==> src/rtl/set_increment_sequencer.sv <==
// Set-mode increment sequencer: turns a held increment button into one-cycle
// minute/hour increment pulses with tick-paced delay, slow and fast auto-repeat.
module set_increment_sequencer #(
    parameter int unsigned DELAY_TICKS = 500,
    parameter int unsigned SLOW_TICKS  = 200,
    parameter int unsigned FAST_TICKS  = 50,
    parameter int unsigned FAST_AFTER  = 8,
    parameter int unsigned CNT_W       = 10,
    parameter int unsigned RPT_W       = 4
) (
    input  logic       i_Clock,
    input  logic       i_Reset_n,
    input  logic       i_Tick,
    input  logic       i_Enable_Increment,
    input  logic [1:0] i_Select,
    input  logic       i_Button,
    output logic       o_Inc_Min,
    output logic       o_Inc_Hour,
    output logic       o_Repeat_Active,
    output logic       o_Fast
);

    localparam logic [1:0] SEL_MIN  = 2'b01;
    localparam logic [1:0] SEL_HOUR = 2'b10;

    typedef enum logic [1:0] {
        IDLE  = 2'd0,
        DELAY = 2'd1,
        SLOW  = 2'd2,
        FAST  = 2'd3
    } state_e;

    state_e           state_q, state_d;
    logic [CNT_W-1:0] cnt_q, cnt_d;
    logic [RPT_W-1:0] rpt_q, rpt_d;
    logic [1:0]       sel_q, sel_d;
    logic             prev_q;
    logic             inc_min_q, inc_min_d;
    logic             inc_hour_q, inc_hour_d;
    logic             rpt_active_q, rpt_active_d;
    logic             fast_q, fast_d;

    logic             valid;
    logic             press;
    logic             abort;
    logic             terminal;
    logic             pulse;
    logic [RPT_W-1:0] rpt_inc;

    assign valid    = i_Enable_Increment && ((i_Select == SEL_MIN) || (i_Select == SEL_HOUR));
    assign press    = i_Button && !prev_q;
    // A held press belongs to the field it was made in; any change cancels it.
    assign abort    = !i_Button || !valid || (i_Select != sel_q);
    assign terminal = i_Tick && (cnt_q == CNT_W'(1));
    assign rpt_inc  = rpt_q + RPT_W'(1);

    // State register and all registered outputs.
    always_ff @(posedge i_Clock or negedge i_Reset_n) begin
        if (!i_Reset_n) begin
            state_q      <= IDLE;
            cnt_q        <= '0;
            rpt_q        <= '0;
            sel_q        <= '0;
            prev_q       <= 1'b1;
            inc_min_q    <= 1'b0;
            inc_hour_q   <= 1'b0;
            rpt_active_q <= 1'b0;
            fast_q       <= 1'b0;
        end else begin
            state_q      <= state_d;
            cnt_q        <= cnt_d;
            rpt_q        <= rpt_d;
            sel_q        <= sel_d;
            prev_q       <= i_Button;
            inc_min_q    <= inc_min_d;
            inc_hour_q   <= inc_hour_d;
            rpt_active_q <= rpt_active_d;
            fast_q       <= fast_d;
        end
    end

    // Next-state, counter reloads and pulse generation.
    always_comb begin
        state_d = state_q;
        cnt_d   = cnt_q;
        rpt_d   = rpt_q;
        sel_d   = sel_q;
        pulse   = 1'b0;

        case (state_q)
            IDLE: begin
                if (press && valid) begin
                    pulse   = 1'b1;
                    cnt_d   = CNT_W'(DELAY_TICKS);
                    rpt_d   = '0;
                    sel_d   = i_Select;
                    state_d = DELAY;
                end
            end
            DELAY: begin
                if (abort) begin
                    state_d = IDLE;
                end else if (terminal) begin
                    pulse   = 1'b1;
                    cnt_d   = CNT_W'(SLOW_TICKS);
                    state_d = SLOW;
                end else if (i_Tick) begin
                    cnt_d = cnt_q - CNT_W'(1);
                end
            end
            SLOW: begin
                if (abort) begin
                    state_d = IDLE;
                end else if (terminal) begin
                    pulse = 1'b1;
                    rpt_d = rpt_inc;
                    if (rpt_inc == RPT_W'(FAST_AFTER)) begin
                        cnt_d   = CNT_W'(FAST_TICKS);
                        state_d = FAST;
                    end else begin
                        cnt_d = CNT_W'(SLOW_TICKS);
                    end
                end else if (i_Tick) begin
                    cnt_d = cnt_q - CNT_W'(1);
                end
            end
            FAST: begin
                if (abort) begin
                    state_d = IDLE;
                end else if (terminal) begin
                    pulse = 1'b1;
                    cnt_d = CNT_W'(FAST_TICKS);
                end else if (i_Tick) begin
                    cnt_d = cnt_q - CNT_W'(1);
                end
            end
            default: begin
                state_d = IDLE;
            end
        endcase

        inc_min_d    = pulse && (i_Select == SEL_MIN);
        inc_hour_d   = pulse && (i_Select == SEL_HOUR);
        rpt_active_d = (state_d == SLOW) || (state_d == FAST);
        fast_d       = (state_d == FAST);
    end

    assign o_Inc_Min       = inc_min_q;
    assign o_Inc_Hour      = inc_hour_q;
    assign o_Repeat_Active = rpt_active_q;
    assign o_Fast          = fast_q;

endmodule

==> config.mk <==
export PLATFORM = sky130hd
export DESIGN_NAME = set_increment_sequencer
export DESIGN_NICKNAME = d
export VERILOG_FILES = /design/src/rtl/set_increment_sequencer.sv
export SDC_FILE = /design/constraint.sdc
export NUM_CORES = 1
export LEC_CHECK = 0
export CAP_MARGIN = 15
export CORE_ASPECT_RATIO = 1.2
export CORE_MARGIN = 4
export CORE_UTILIZATION = 29
export CTS_CLUSTER_DIAMETER = 50
export CTS_CLUSTER_SIZE = 25
export DETAILED_ROUTE_END_ITERATION = 8
export PLACE_DENSITY = 0.46
export RECOVER_POWER = 50
export REMOVE_ABC_BUFFERS = 1
export SETUP_SLACK_MARGIN = 0.4
export SYNTH_ARGS = -nofsm -noshare
export SYNTH_HDL_FRONTEND = slang
export SYNTH_SLANG_ARGS = --single-unit
export TNS_END_PERCENT = 5
==> constraint.sdc <==
create_clock -name i_Clock -period 2.25 [get_ports i_Clock]
set_input_delay 0.45 -clock i_Clock [delete_from_list [all_inputs] [get_ports i_Clock]]
set_output_delay 0.45 -clock i_Clock [all_outputs]
set_load 0.1 [all_outputs]
==> results.ini <==
[timing]
timing.final.crit_period_ns = 2.00
rsz0062_at_grt = true
finalHoldViolCount = 0
slew_viol_final = 0
relSlewSlack_pct = 17.0
setup_viol = 0
fmax_mhz = 501
period_share_pct = 88.8
clock_skew_ns = 0.00499
holdWs_ns = 0.489
worstMarginPinSlew_ns = 1.24
finalSetupTns_ns = 0

[cts]
cts_sinks = 22
cts_root_buf = clkbuf_8
numCtsBuffers = 3
clk_path_buf_depth = 2
clkLatencyLatePin_ns = 0.27
cts_max_level = 1
cts_hold_buffers = 0
cts_tree = yes
path_clk_slew_ns = 0.08

[hold_path]
min_path_type = flip-flop to flip-flop
min_delay_worst_endpoint = cnt_q[9]
hold_start = cnt_q[9]
hold_depth = 1

[setup_path]
cp.arrival_ns = 2.15
path_class = flip-flop to flip-flop
r2r-end = cnt_q[1]
r2r_cells = 5
critical_path.max_fanout = 5
crit-reg2reg-launch = cnt_q[2]
required_ns = 2.41
cp-end-kind = flip-flop
r2r_setup_slack_ns = 0.25
cpPeakStageDelay_ns = 0.56
cp-start-kind = flip-flop
cp_cell_sequence = or4b_4 -> or3_4 -> o31a_1 -> o211ai_1 -> o21ai_1
slowest_stage = or4b_4

[global_routing]
grt_max_degree = 23
grt_pass1_wl_um = 5720
track_usage_pct = 12.6
grt_overflow = 0
antenna_found_initial = 0
grt_pass1_vias = 1233

[place]
dpl.hpwl_um = 2480
place.gp.congestion = 0.779
io_buffers = 10
dpl.cell_count = 240

[logic_synthesis]
synth.largest_area_cell = dfrtp_1
syn_area_sq_um = 1320
synth.most_common_cell = dfrtp_1
yosysSeqAreaShare_pct = 41.7
synthArstFlopShare_pct = 100
synth_top_cells_by_area = dfrtp_1 40%, nor2_1 4.8%, ha_1 4.7%
synth_cells = 153
synthTopCellsByCount = 21 x dfrtp_1, 17 x nor2_1, 14 x nand2_1
yosysTopAreaCellShare_pct = 39.7
synth_cell_types = 43
synth_ff_type = dfrtp_1
ys_warn_count = 0
avgSynthCellArea_sq_um = 8.65
synth-seq-cells = 22
synth_edf_count = 0

[floorplanning]
rows = 26
die_w_um = 69.7
core_area_sq_um = 4330
io_pins = 11
initial_utilization_pct = 30.6
die_area_sq_um = 5710
die_y_um = 82.0

[pwr]
power.total_mw = 0.849
powerDensity_nw_per_um2 = 480
ir_worst_vdd_uv = 163
p_leak_nw = 0.756

[drt]
wl_um = 3390
drt-initial-drc-count = 67
met1_length_um = 1580
remaining_drc_errors = 0
antenna_left = 0
num_vias = 1273
top_layer = met4
wl_per_cell_um = 13.6
drt-pass1-iter-count = 4
wl_met3_um = 59
wl_met2_um = 1700
vias_per_cell = 5.11

[status]
outcome = finished clean

[flow_run]
cap_violations = 0

[layout]
fin_nets = 206
area_delta_synth_final_pct = 33.6
final_layout_size_suffix_gt1_share_pct = 24.4
fin_util_pct = 40.9
n_antenna_cell = 0
n_fill_cell = 436
instances_no_fill = 249

[kinds of logic after synthesis]
kind of cell	Yosys count	share of synthesized area, %
AOI/OAI and AO/OA	45	23.2
xor gates and xnor gates	2	1.32
adders and majority gates	5	4.73
buffers and inverters	15	4.44
DFF	22	41.7
and+or+nand+nor	64	24.7
[registers in the layout (all words and copies together), names as in the netlist]
| name | flops |
|---|---|
| cnt_q | 10 |
| rpt_q | 4 |
| sel_q | 2 |
| o_Fast | 1 |
| o_Inc_Hour | 1 |
| o_Inc_Min | 1 |
| o_Repeat_Active | 1 |
| prev_q | 1 |
| state_q | 1 |
[area by class of cell]
cell class / instances / area [sq um] / area share (%)
sequential: 22 / 553 / 31.3
tap: 56 / 70.1 / 3.96
clock buffer: 4 / 55.1 / 3.11
multi-input combinational: 116 / 734 / 41.5
inverter: 10 / 37.5 / 2.12
timing repair buffer: 41 / 319 / 18.0
[metrics by stage]
| stage | worst slack, ns | area [sq um] |
|---|---|---|
| 3_3_place_gp | -0.256 | 1660 |
| 6_report | 0.253 | 1770 |
| 5_1_grt | 0.140 | 1770 |
| 3_5_place_dp | -0.271 | 1660 |
| 4_1_cts | 0.255 | 1780 |
| 2_1_floorplan | -0.149 | 1300 |
[power breakdown]
| part | leakage (nW) | internal [mW] | switching (mW) | total [mW] |
|---|---|---|---|---|
| registers | 0.269 | 0.416 | 0.0192 | 0.435 |
| logic | 0.458 | 0.0619 | 0.0604 | 0.122 |
| clock network | 0.0288 | 0.156 | 0.136 | 0.292 |
| total | 0.756 | 0.634 | 0.216 | 0.849 |
[what timing repair did]
item                       in CTS  in global routing
buffers inserted                5                  0
setup endpoints to repair      21                 17
pin swaps                       3                  0
gates resized for setup        10                  1
[worst max path at each step]
stage                   start  slack, ns    endpoint  cells past startpoint
floorplan            cnt_q[7]      -0.15  state_q[0]                      5
global placement       i_Tick      -0.26    cnt_q[1]                      6
detailed placement     i_Tick      -0.27    cnt_q[1]                      6
CTS                  cnt_q[2]       0.25    cnt_q[1]                      5
global route        i_Reset_n       0.14    cnt_q[3]                      2
finish               cnt_q[2]       0.25    cnt_q[1]                      5
[cells in the final DEF (no fill, tap or decap), types with 5 or more instances in the layout]
cell type | Yosys | final
dfrtp_1 | 21 | 20
nand2_1 | 14 | 14
a21oi_1 | 9 | 9
inv_1 | 10 | 10
buf_4 | 0 | 31
a31oi_1 | 6 | 6
nor3_1 | 5 | 5
nand3_1 | 7 | 7
o21ai_0 | 9 | 7
ha_1 | 5 | 5
nor2_1 | 17 | 17
[per-layer routing]
metal | track usage (%) | up-vias
met2 | 23.2 | 12
met1 | 15.3 | 620
met5 | 0 | -
met3 | 1.84 | 5
li1 | - | 636
met4 | 4.02 | 0
[worst max-delay path: cells and delay by family (launching register included)]
kind,cells,cell delay (ns)
compound gates,3,0.53
flops,1,0.40
simple gates,2,0.96
Power figures use the tool's default switching activity.
